### config.mk
export PLATFORM = sky130hd
export DESIGN_NAME = uart_rx_8n1
export DESIGN_NICKNAME = d
export VERILOG_FILES = /design/src/rtl/uart_rx_8n1.sv
export SDC_FILE = /design/constraint.sdc
export NUM_CORES = 1
export LEC_CHECK = 0
export CORE_ASPECT_RATIO = 0.8
export CORE_UTILIZATION = 43
export DETAILED_ROUTE_END_ITERATION = 10
export SLEW_MARGIN = 20
export SYNTH_ARGS = -nofsm -noshare
export SYNTH_HDL_FRONTEND = slang
export SYNTH_SLANG_ARGS = --single-unit
### constraint.sdc
create_clock -name clk -period 2.4 [get_ports clk]
set_clock_uncertainty 0.05 [all_clocks]
set_input_delay 0.72 -clock clk [delete_from_list [all_inputs] [get_ports clk]]
set_output_delay 0.72 -clock clk [all_outputs]
set_load 0.01 [all_outputs]
### src/rtl/uart_rx_8n1.sv
// uart_rx_8n1 : serial receive front end of the 8-bit UART.
// Synchronises rxd, detects start bits, samples eight data bits LSB-first at
// mid-bit, checks the stop bit and delivers each byte with a one-cycle strobe.
// Optional feature macro: UART_RX_PARITY_EN adds a ninth, even-parity bit
// between data bit 7 and the stop bit. Without it the framing is plain 8N1
// and parity_err is tied low.
module uart_rx_8n1 #(
    parameter int unsigned CLKS_PER_BIT = 868
) (
    input  logic       clk,
    input  logic       rst_n,
    input  logic       rxd,
    input  logic       rx_enable,
    output logic [7:0] rx_data,
    output logic       rx_ready,
    output logic       rx_busy,
    output logic       frame_err,
    output logic       parity_err
);

    // Last count of a full bit period, and the mid-point of the start bit.
    localparam logic [15:0] LP_LAST = 16'(CLKS_PER_BIT - 32'd1);
    localparam logic [15:0] LP_HALF = 16'((CLKS_PER_BIT / 32'd2) - 32'd1);

`ifdef UART_RX_PARITY_EN
    typedef enum logic [2:0] {
        S_IDLE   = 3'd0,
        S_START  = 3'd1,
        S_DATA   = 3'd2,
        S_PARITY = 3'd3,
        S_STOP   = 3'd4,
        S_BREAK  = 3'd5
    } state_t;
`else
    typedef enum logic [2:0] {
        S_IDLE   = 3'd0,
        S_START  = 3'd1,
        S_DATA   = 3'd2,
        S_STOP   = 3'd4,
        S_BREAK  = 3'd5
    } state_t;
`endif

    // Even parity: the nine received bits must contain an even number of ones.
    function automatic logic f_even_parity_err(input logic [7:0] d, input logic p);
        return ^{d, p};
    endfunction

    state_t      r_state;
    state_t      w_state_nxt;
    logic        r_sync1;
    logic        r_rxs;
    logic [15:0] r_cnt;
    logic [15:0] w_cnt_nxt;
    logic [2:0]  r_idx;
    logic [2:0]  w_idx_nxt;
    logic [7:0]  r_shift;
    logic [7:0]  w_shift_nxt;
    logic [7:0]  r_rx_data;
    logic [7:0]  w_rx_data_nxt;
    logic        r_rx_ready;
    logic        w_rx_ready_nxt;
    logic        r_frame_err;
    logic        w_frame_err_nxt;
    logic        r_parity_err;
    logic        w_parity_err_nxt;
    logic        r_rx_busy;
    logic [15:0] w_cnt_inc;
`ifdef UART_RX_PARITY_EN
    logic        r_par_bit;
    logic        w_par_bit_nxt;
`endif

    // Two-flop synchroniser for the asynchronous serial line, idle high.
    always_ff @(posedge clk or negedge rst_n) begin
        if (!rst_n) begin
            r_sync1 <= 1'b1;
            r_rxs   <= 1'b1;
        end else begin
            r_sync1 <= rxd;
            r_rxs   <= r_sync1;
        end
    end

    // Bit-period counter increment with wrap at the end of a bit.
    always_comb begin
        w_cnt_inc = r_cnt + 16'd1;
        if (r_cnt == LP_LAST) begin
            w_cnt_inc = 16'd0;
        end else begin
            w_cnt_inc = r_cnt + 16'd1;
        end
    end

    // Next-state, datapath and strobe decode for the receive FSM.
    always_comb begin
        w_state_nxt      = r_state;
        w_cnt_nxt        = w_cnt_inc;
        w_idx_nxt        = r_idx;
        w_shift_nxt      = r_shift;
        w_rx_data_nxt    = r_rx_data;
        w_rx_ready_nxt   = 1'b0;
        w_frame_err_nxt  = 1'b0;
        w_parity_err_nxt = 1'b0;
`ifdef UART_RX_PARITY_EN
        w_par_bit_nxt    = r_par_bit;
`endif
        case (r_state)
            S_IDLE: begin
                w_cnt_nxt = 16'd0;
                if (rx_enable && !r_rxs) begin
                    w_state_nxt = S_START;
                end else begin
                    w_state_nxt = S_IDLE;
                end
            end
            S_START: begin
                if (r_cnt == LP_HALF) begin
                    w_cnt_nxt = 16'd0;
                    if (!r_rxs) begin
                        w_state_nxt = S_DATA;
                        w_idx_nxt   = 3'd0;
                    end else begin
                        // Line went back high before mid-bit: a glitch.
                        w_state_nxt = S_IDLE;
                    end
                end else begin
                    w_state_nxt = S_START;
                end
            end
            S_DATA: begin
                if (r_cnt == LP_LAST) begin
                    w_shift_nxt[r_idx] = r_rxs;
                    if (r_idx == 3'd7) begin
`ifdef UART_RX_PARITY_EN
                        w_state_nxt = S_PARITY;
`else
                        w_state_nxt = S_STOP;
`endif
                    end else begin
                        w_idx_nxt = r_idx + 3'd1;
                    end
                end else begin
                    w_state_nxt = S_DATA;
                end
            end
`ifdef UART_RX_PARITY_EN
            S_PARITY: begin
                if (r_cnt == LP_LAST) begin
                    w_par_bit_nxt = r_rxs;
                    w_state_nxt   = S_STOP;
                end else begin
                    w_state_nxt = S_PARITY;
                end
            end
`endif
            S_STOP: begin
                if (r_cnt == LP_LAST) begin
                    w_rx_data_nxt = r_shift;
`ifdef UART_RX_PARITY_EN
                    w_parity_err_nxt = f_even_parity_err(r_shift, r_par_bit);
`else
                    w_parity_err_nxt = 1'b0;
`endif
                    if (r_rxs) begin
                        w_rx_ready_nxt = !w_parity_err_nxt;
                        w_state_nxt    = S_IDLE;
                    end else begin
                        // Stop bit low: framing error, wait out a possible break.
                        w_frame_err_nxt = 1'b1;
                        w_state_nxt     = S_BREAK;
                    end
                end else begin
                    w_state_nxt = S_STOP;
                end
            end
            S_BREAK: begin
                w_cnt_nxt = 16'd0;
                if (r_rxs) begin
                    w_state_nxt = S_IDLE;
                end else begin
                    w_state_nxt = S_BREAK;
                end
            end
            default: begin
                w_state_nxt = S_IDLE;
                w_cnt_nxt   = 16'd0;
            end
        endcase
    end

    // FSM state register.
    always_ff @(posedge clk or negedge rst_n) begin
        if (!rst_n) begin
            r_state <= S_IDLE;
        end else begin
            r_state <= w_state_nxt;
        end
    end

    // Datapath registers and registered outputs; strobes appear the cycle after the stop sample.
    always_ff @(posedge clk or negedge rst_n) begin
        if (!rst_n) begin
            r_cnt        <= 16'd0;
            r_idx        <= 3'd0;
            r_shift      <= 8'h00;
            r_rx_data    <= 8'h00;
            r_rx_ready   <= 1'b0;
            r_frame_err  <= 1'b0;
            r_parity_err <= 1'b0;
            r_rx_busy    <= 1'b0;
`ifdef UART_RX_PARITY_EN
            r_par_bit    <= 1'b0;
`endif
        end else begin
            r_cnt        <= w_cnt_nxt;
            r_idx        <= w_idx_nxt;
            r_shift      <= w_shift_nxt;
            r_rx_data    <= w_rx_data_nxt;
            r_rx_ready   <= w_rx_ready_nxt;
            r_frame_err  <= w_frame_err_nxt;
            r_parity_err <= w_parity_err_nxt;
            r_rx_busy    <= (w_state_nxt != S_IDLE);
`ifdef UART_RX_PARITY_EN
            r_par_bit    <= w_par_bit_nxt;
`endif
        end
    end

    assign rx_data    = r_rx_data;
    assign rx_ready   = r_rx_ready;
    assign rx_busy    = r_rx_busy;
    assign frame_err  = r_frame_err;
    assign parity_err = r_parity_err;

endmodule

==> flow_metrics.tcl, run 1 <==
set metrics [dict create \
    std_cell_rows 21 \
    fin_crit_ns 2.44 \
    die-area_um2 4940 \
    synth_cell_types 36 \
    finalSetupViolations 4 \
    ys.warnings.count 0 \
    finalWirelength_um 4090 \
    grt_max_degree 19 \
    r2r_start "r_cnt[11]" \
    hold_violations 0 \
    cp.arrival_ns 2.57 \
    placed_cells 261 \
    ys_ff_latch 43 \
    leakage_uw 0.00116 \
    critPathMaxFanout 5 \
    synth_top_flop_cell "dfrtp_1" \
    synth_top_area_cell "dfrtp_1" \
    grt_usage_pct 18.4 \
    cts-root-buf "clkbuf_8" \
    antenna_left 0 \
    drc 0 \
    grt_pass1_wl_um 6800 \
    rr_endpoint "r_shift[1]" \
    vias 1424 \
    cp-endpoint "r_shift[1]" \
    yosys-top-cells-area "dfrtp_1, mux2_2, nor2_1" \
    status "finished with violations" \
    violations "negative setup slack" \
    instances_no_fill 272 \
    core_region_area_um2 4340 \
    synth.net_count 185 \
    diodes 0 \
    cts_tree "built" \
    worstSkewPairLatency_ns 0.29 \
    drive_gt1_share_pct 30.7 \
    crit_path_start "r_cnt[11]" \
    hold_class "input port to async pin" \
    cts_buffers 5 \
    firstDrtPassIters 4 \
    power_switching_uw 433 \
    clock_path_buffers 2 \
    synth_edf_count 0 \
    post-route-util_pct 57.7 \
    grt_pass1_vias 1433 \
    fmax_mhz 410 \
    cap_violations 0 \
    gp_congestion 0.796 \
    p_int_uw 1180 \
    power.density_nw_per_um2 644 \
    initialDrtViolationCount 43 \
    slew_violations 0 \
    required_ns 2.54 \
    numClockSinks 43 \
    fin_area_um2 2500 \
    hold_slack_ns 0.287 \
    via_per_inst 5.24 \
    setup_ws_ns -0.0367 \
    async_reset_ff_share_pct 100 \
    path_clk_slew_ns 0.08 \
    dp_hpwl_um 2870 \
    crit_chain "or4_4 > or4_4 > nor2_4 > and4bb_2 > mux2_4" \
    clkPwrFrac_pct 28.7 \
    cp_slowest_cell "or4_4" \
    rrSetupSlack_ns -0.04 \
    pre_cts_slack_ns -0.0369 \
    yosysTopAreaCellShare_pct 51.2 \
    min_period_over_period_pct 102 \
    antenna_found_initial 0 \
    wl_per_cell_um 15.0 \
    die_width_um 78.3 \
    rsz0062_at_grt "yes" \
    startpoint_type "flop" \
    crit_type "flop to flop" \
    start_util_pct 46.2 \
    syn_area_um2 2000 \
    synth_cells 177 \
    pwr-share-comb_pct 21.4 \
    pin_count 16 \
    sw_frac_of_total_pct 26.9 \
    htreeDepth 2 \
    area_growth_pct 24.8 \
    dpl_cell_area_um2 2340 \
    critPathMaxStageDelay_ns 0.58 \
    avgSynthCellArea_um2 11.3 \
    fp.dieH_um 63.0 \
    ys_top_cells_by_count "dfrtp_1, nor2_1, mux2_2, nand2_1, xor2_1" \
    worst_path_most_repeated_cell "or4_4" \
    fin_nets 223 \
    cp-end-kind "flop" \
    overflow 0 \
    sequentialPowerShare_pct 49.9 \
    synth.most_common_cell "dfrtp_1" \
    ys_seq_area_share_pct 53.8 \
    portBuffers 14 \
    ir_drop_v 0.000436 \
    rr_worst_depth 5 \
]
cells by family (layout without fill, tap and decap cells):
kind of cell	Yosys count	after routing	share of synthesized area [%]
adders and majority gates	4	4	2.50
other	1	1	0.187
muxes	17	17	9.56
buffers and inverters	13	51	3.00
AOI/OAI and AO/OA	6	6	2.44
xor gates and xnor gates	15	15	6.56
and+or+nand+nor	78	78	21.9
DFF	43	43	53.8
timing repair:
item	4_1_cts	5_1_grt
resized for setup	1	7
buffers inserted	2	2
hold buffers	0	0
endpoints found under the setup margin	3	9
pin swaps	2	6
routing by layer:
layer | track usage (%) | part of all wire [%] | vias to the layer above | wire length, µm
met2 | 28.5 | 47 | 28 | 1910
li1 | - | - | 689 | -
met1 | 24.9 | 48 | 697 | 1960
met4 | 6.94 | 1.8 | 0 | 72
met3 | 4.53 | 3.9 | 10 | 158
met5 | 0 | 0 | - | 0
worst max-delay path, delay by kind of cell, from the launching register on:
| kind | cells | cell delay [ns] |
|---|---|---|
| DFF | 1 | 0.39 |
| muxes | 1 | 0.30 |
| and+or+nand+nor | 4 | 1.58 |
area by class of cell:
cell class,count,area (µm²)
inverters,5,18.8
well taps,57,71.3
clock buffers,6,82.6
clock inverters,1,5.00
multi-input cells,121,917
flip-flops and latches,43,1080
fillers,379,1840
repair buffers,39,327
through the flow:
step	TNS, ns	power, µW
CTS	-0.0170	1580
global route	-0.484	1710
global placement	0	1100
floorplan	-0.0101	974
finish	-0.0878	1610
detailed placement	-0.0369	1110
worst min-delay path by stage:
stage               slack [ns]         end     from  depth (start not counted)
floorplan                 0.30       r_rxs  r_sync1                          0
global placement          0.30       r_rxs  r_sync1                          0
detailed placement        0.30       r_rxs  r_sync1                          0
CTS                       0.30  r_state[2]    rst_n                          1
global route              0.31    r_cnt[7]    rst_n                          1
finish                    0.29    r_cnt[4]    rst_n                          1
power by group through the flow:
stage | Combinational [µW] | Sequential, µW | Clock [µW]
2_1_floorplan | 137 | 837 | 0
3_3_place_gp | 286 | 814 | 0
3_5_place_dp | 296 | 817 | 0
4_1_cts | 311 | 802 | 472
5_1_grt | 383 | 809 | 514
6_report | 345 | 803 | 462
placed cells by master, fill, tap and decap left out, types with 2 or more instances in the layout:
| master | Yosys | routed |
|---|---|---|
| dfrtp_1 | 41 | 41 |
| nor2_1 | 26 | 26 |
| buf_4 | 1 | 24 |
| mux2_2 | 14 | 14 |
| clkdlybuf4s50_1 | 0 | 13 |
| nand2_1 | 11 | 11 |
| xor2_1 | 9 | 9 |
| nand3_1 | 7 | 7 |
| xnor2_1 | 6 | 6 |
| nand4_1 | 6 | 6 |
| clkbuf_8 | 0 | 6 |
| inv_1 | 5 | 5 |
| ha_1 | 4 | 4 |
| or4_4 | 2 | 3 |
| nand4b_1 | 3 | 3 |
| nor4b_2 | 0 | 2 |
| or2_2 | 2 | 2 |
| nor4_1 | 3 | 2 |
| or3_1 | 3 | 2 |
| nor3_1 | 2 | 2 |
| and4bb_2 | 2 | 2 |
| mux2_4 | 0 | 2 |
| a22o_1 | 2 | 2 |
| dfstp_2 | 2 | 2 |
sequential cells by signal (all words and copies together), names as in the netlist:
signal / cells
r_cnt: 16
r_shift: 8
rx_data: 8
r_idx: 3
r_state: 3
frame_err: 1
r_rxs: 1
r_sync1: 1
rx_busy: 1
rx_ready: 1
Note: power is estimated with default switching activity, not from simulation.
==> inputs of run 2 (changes only) <==
--- a/config.mk
+++ b/config.mk
@@ -5,7 +5,7 @@
 export SDC_FILE = /design/constraint.sdc
 export NUM_CORES = 1
 export LEC_CHECK = 0
-export CORE_ASPECT_RATIO = 0.8
+export CORE_MARGIN = 4
 export CORE_UTILIZATION = 43
 export DETAILED_ROUTE_END_ITERATION = 10
 export SLEW_MARGIN = 20
==> run 2 against run 1 <==
  * The run still ends with negative setup slack left
  * Via count is 2.6% lower
  * Non-clock buffer count down 2
  * Die area rose by 18%
  * Cell area decreased by 0.75%
  * Fmax rose by 0.45%
  * Sequential power down 0.5%
  * Combinational power shrank 9.0%
  * Power decreased by 2.1%
  * Sequential share of layout area is 0.33 points higher
  * Wire length shrank 11%
  * Critical endpoint is now rx_busy
  * Largest cell class unchanged
==> flow_metrics.tcl, run 2 (same netlist as run 1, synthesis figures left out) <==
set metrics [dict create \
    power_uw 1570 \
    final_cell_mix "dfrtp_1, nor2_1, buf_4, mux2_2, clkdlybuf4s50_1" \
    hold_class "flop to flop" \
    leakage_uw 0.00114 \
    grt_max_degree 44 \
    drc 0 \
    finalSetupViolations 3 \
    portBuffers 14 \
    power.density_nw_per_um2 635 \
    numClockSinks 43 \
    core_region_area_um2 4440 \
    tightestPinTransition_ns 0.554 \
    diodes 0 \
    cts_tree "built" \
    std_cell_rows 24 \
    start_util_pct 45.1 \
    finalWirelength_um 3630 \
    cp-endpoint "rx_busy" \
    mostFrequentLayoutCell "dfrtp_1" \
    gp_congestion 0.827 \
    htreeDepth 2 \
    cts-root-buf "clkbuf_8" \
    fin_area_um2 2480 \
    cp-end-kind "flop" \
    rsz0062_at_grt "yes" \
    path_clk_slew_ns 0.08 \
    largest_register_ffs 16 \
    worstSkewPairLatency_ns 0.29 \
    grt_usage_pct 13.9 \
    slew_headroom_pct 62.7 \
    grt_pass1_vias 1442 \
    status "finished with violations" \
    min_period_over_period_pct 101 \
    crit_path_start "r_cnt[13]" \
    pre_cts_slack_ns -0.0997 \
    instances_no_fill 266 \
    fp.dieH_um 76.3 \
    startpoint_type "flop" \
    cp.arrival_ns 2.55 \
    r2r_start "r_cnt[13]" \
    ir_drop_v 0.000553 \
    placed_cells 253 \
    grt_pass1_wl_um 6510 \
    wl_per_cell_um 13.6 \
    dp_hpwl_um 2590 \
    rr_worst_depth 5 \
    worstHoldStart "r_sync1" \
    violations "negative setup slack" \
    rrSetupSlack_ns -0.03 \
    hold_violations 0 \
    cts_buffers 5 \
    initialDrtViolationCount 83 \
    overflow 0 \
    vias 1387 \
    cap_violations 0 \
    die-area_um2 5810 \
    antenna_left 0 \
    ctsHoldBuffers 0 \
    die_width_um 76.3 \
    fin_nets 221 \
    required_ns 2.53 \
    firstDrtPassIters 4 \
    clock_path_buffers 2 \
    pin_count 16 \
    setup_ws_ns -0.0258 \
    antenna_found_initial 0 \
    drive_gt1_share_pct 29.9 \
    fmax_mhz 412 \
    dpl_cell_area_um2 2310 \
    rr_endpoint "rx_busy" \
    slew_violations 0 \
    fin_tns_setup_ns -0.0365 \
    via_per_inst 5.21 \
    crit_type "flop to flop" \
    area_growth_pct 23.9 \
    critPathMaxFanout 5 \
    fin_crit_ns 2.43 \
    regMostFlops "r_cnt" \
]
[run 2: metrics by stage]
stage / hold slack, ns / utilization (%)
floorplan: 0.295 / -
global placement: 0.296 / 52.0
detailed placement: 0.297 / 52.0
CTS: 0.309 / 54.5
global route: 0.311 / 55.8
finish: 0.308 / 55.8
[run 2: cell type report]
| cell class | count | area, µm² |
|---|---|---|
| fillers | 394 | 1960 |
| clock buffers | 5 | 68.8 |
| well taps | 52 | 65.1 |
| inverters | 5 | 18.8 |
| multi-input cells | 121 | 911 |
| clock inverters | 3 | 23.8 |
| flip-flops and latches | 43 | 1080 |
| repair buffers | 37 | 315 |
[run 2: power by group]
part           internal (µW)  switching [µW]  leakage, µW
Sequential               772            26.6     0.000579
Combinational            155             158     0.000520
Clock                    208             254    0.0000408
[run 2: worst min path at each step]
stage                       end  depth (start not counted)
after global placement    r_rxs                          0
after floorplan           r_rxs                          0
after detailed placement  r_rxs                          0
after CTS                 r_rxs                          0
after global routing      r_rxs                          0
final                     r_rxs                          0
[run 2: metal layers]
layer  part of all wire (%)  vias to the layer above  track usage [%]
met4                   0.97                        0             3.80
met2                     52                       17             23.6
met3                    3.0                        5             5.32
met5                      0                        -                0
met1                     44                      684             16.6
li1                       -                      681                -
[run 2: critical path, cell delays in order, from the launching register on]
cell,delay (ns)
dfrtp_1,0.39
or4_4,0.56
or4_4,0.58
nor2b_4,0.15
a221o_1,0.27
or3_1,0.31
[run 2: timing repair]
item	4_1_cts	5_1_grt
pin swaps	2	3
gates resized for setup	1	8
setup endpoints to repair	2	18
setup buffers	2	3
gates cloned	0	0
==> inputs of run 3 (changes only) <==
--- a/config.mk
+++ b/config.mk
@@ -8,6 +8,7 @@
 export CORE_MARGIN = 4
 export CORE_UTILIZATION = 43
 export DETAILED_ROUTE_END_ITERATION = 10
+export PLACE_DENSITY = 0.64
 export SLEW_MARGIN = 20
 export SYNTH_ARGS = -nofsm -noshare
 export SYNTH_HDL_FRONTEND = slang
==> run 3 against run 2 <==
  * The flow still finishes with violations (negative setup slack)
  * Worst hold slack worse by 0.0012 ns
  * Power is 1.7% higher
  * Register-to-register slack barely moved
  * Cell count rose by 0.38%
  * Via count increased by 3.4%
  * Sequential share of layout area down 0.35 points
  * Fmax is 0.44% lower
  * Cell area increased by 0.81%
  * Wire length up 7.9%
  * Worst setup slack lost 0.011 ns
  * Largest power group unchanged
  * Highest routed layer unchanged
==> flow_metrics.tcl, run 3 (same netlist as run 1, synthesis figures left out) <==
set metrics [dict create \
    setup_ws_ns -0.0365 \
    placed_cells 255 \
    status "finished with violations" \
    cap_violations 0 \
    critPathMaxStageDelay_ns 0.59 \
    final_cell_mix "dfrtp_1, nor2_1, buf_4, mux2_2, clkdlybuf4s50_1" \
    largest_register_ffs 16 \
    dp_hpwl_um 2800 \
    grt_pass1_vias 1423 \
    cp_slowest_cell "or4_4" \
    cp-end-kind "flop" \
    hold_violations 0 \
    path_clk_slew_ns 0.07 \
    power_switching_uw 421 \
    diodes 0 \
    rsz0062_at_grt "yes" \
    mostFrequentLayoutCell "dfrtp_1" \
    hold_class "flop to flop" \
    slew_headroom_pct 59.2 \
    pin_count 16 \
    htreeDepth 2 \
    sw_frac_of_total_pct 26.3 \
    regMostFlops "r_cnt" \
    clkPwrFrac_pct 30.6 \
    cts_buffers 5 \
    cts_tree "built" \
    fin_nets 222 \
    fmax_mhz 410 \
    antenna_left 0 \
    core_region_area_um2 4440 \
    crit_chain "or4_4 > or4_4 > nor2b_4 > a221o_1 > or3_1" \
    initialDrtViolationCount 85 \
    p_int_uw 1180 \
    cp.arrival_ns 2.56 \
    rr_worst_depth 5 \
    via_per_inst 5.37 \
    startpoint_type "flop" \
    drc 0 \
    std_cell_rows 24 \
    violations "negative setup slack" \
    worst_path_most_repeated_cell "or4_4" \
    instances_no_fill 267 \
    crit_type "flop to flop" \
    cts-root-buf "clkbuf_8" \
    wl_per_cell_um 14.6 \
    grt_max_degree 29 \
    portBuffers 14 \
    power.density_nw_per_um2 640 \
    area_growth_pct 24.9 \
    leakage_uw 0.00116 \
    die-area_um2 5810 \
    drive_gt1_share_pct 29.3 \
    fp.dieH_um 76.3 \
    worstSkewPairLatency_ns 0.29 \
    start_util_pct 45.1 \
    finalWirelength_um 3910 \
    grt_usage_pct 14.2 \
    fin_tns_setup_ns -0.0553 \
    tightestPinTransition_ns 0.613 \
    overflow 0 \
    sequentialPowerShare_pct 50.0 \
    gp_congestion 0.868 \
    numClockSinks 43 \
    die_width_um 76.3 \
    pwr-share-comb_pct 19.3 \
    ctsHoldBuffers 0 \
    firstDrtPassIters 4 \
    slew_violations 0 \
    grt_pass1_wl_um 6680 \
    fin_crit_ns 2.44 \
    required_ns 2.52 \
    antenna_found_initial 0 \
    finalSetupViolations 3 \
    min_period_over_period_pct 102 \
    vias 1434 \
    clock_path_buffers 2 \
    worstHoldPathCells 0 \
    critPathMaxFanout 6 \
    ir_drop_v 0.000410 \
]
==> run 3: cell types whose count changed in the layout (fill, tap and decap cells not counted), sizes merged <==
cell	before	now
buf	24	25
clkbuf	5	8
clkinvlp	2	0
inv	6	5
==> run 3: worst paths after layout <==
check	start	end	slack (ns)
max in group asynchronous	rst_n	r_cnt[11]	1.35
min in group asynchronous	rst_n	r_cnt[8]	0.38
worst max-delay path	r_cnt[13]	rx_busy	-0.04
worst max register to register	r_cnt[13]	rx_busy	-0.04
worst min register to register	r_sync1	r_rxs	0.31
worst min-delay path	r_sync1	r_rxs	0.31
==> run 3: final cells by class <==
cell class / instances / area, µm²
clock buffer: 8 / 100
fill: 395 / 1940
inverter: 5 / 18.8
multi-input combinational: 121 / 916
sequential: 43 / 1080
tap: 52 / 65.1
timing repair buffer: 38 / 323
==> run 3: per-layer routing <==
| metal | vias to the layer above | GRT usage, % | wire length [µm] |
|---|---|---|---|
| met4 | 0 | 6.34 | 55 |
| met3 | 5 | 3.07 | 121 |
| met1 | 721 | 17.0 | 1760 |
| li1 | 684 | - | - |
| met2 | 24 | 24.3 | 1970 |
| met5 | - | 0 | 0 |
==> run 3: metrics by stage <==
stage | setup WS, ns | total power (µW) | util [%] | instance area, µm² | hold WS, ns
3_5_place_dp | -0.0607 | 1110 | 52.3 | 2320 | 0.297
4_1_cts | -0.0369 | 1620 | 54.7 | 2430 | 0.308
2_1_floorplan | -0.00520 | 974 | - | 2020 | 0.295
6_report | -0.0365 | 1600 | 56.3 | 2500 | 0.307
5_1_grt | -0.104 | 1690 | 56.3 | 2500 | 0.311
3_3_place_gp | 0.0147 | 1110 | 52.3 | 2320 | 0.296
==> run 3: power groups by stage <==
stage	combinational, µW	clock, µW	sequential, µW
after floorplan	137	0	837
after global placement	293	0	812
after detailed placement	301	0	813
after CTS	305	510	802
after global routing	339	543	807
final	310	491	802
==> run 3: worst max-delay path: cells and delay by family, from the launching register on <==
| family | cells | cell delay, ns |
|---|---|---|
| and+or+nand+nor | 4 | 1.61 |
| AOI/OAI and AO/OA | 1 | 0.27 |
| DFF | 1 | 0.39 |
==> run 3: repair_timing <==
action / in CTS / in global routing
gates resized for setup: 1 / 8
pin swaps: 1 / 3
endpoints found under the setup margin: 2 / 9
buffers inserted: 0 / 4
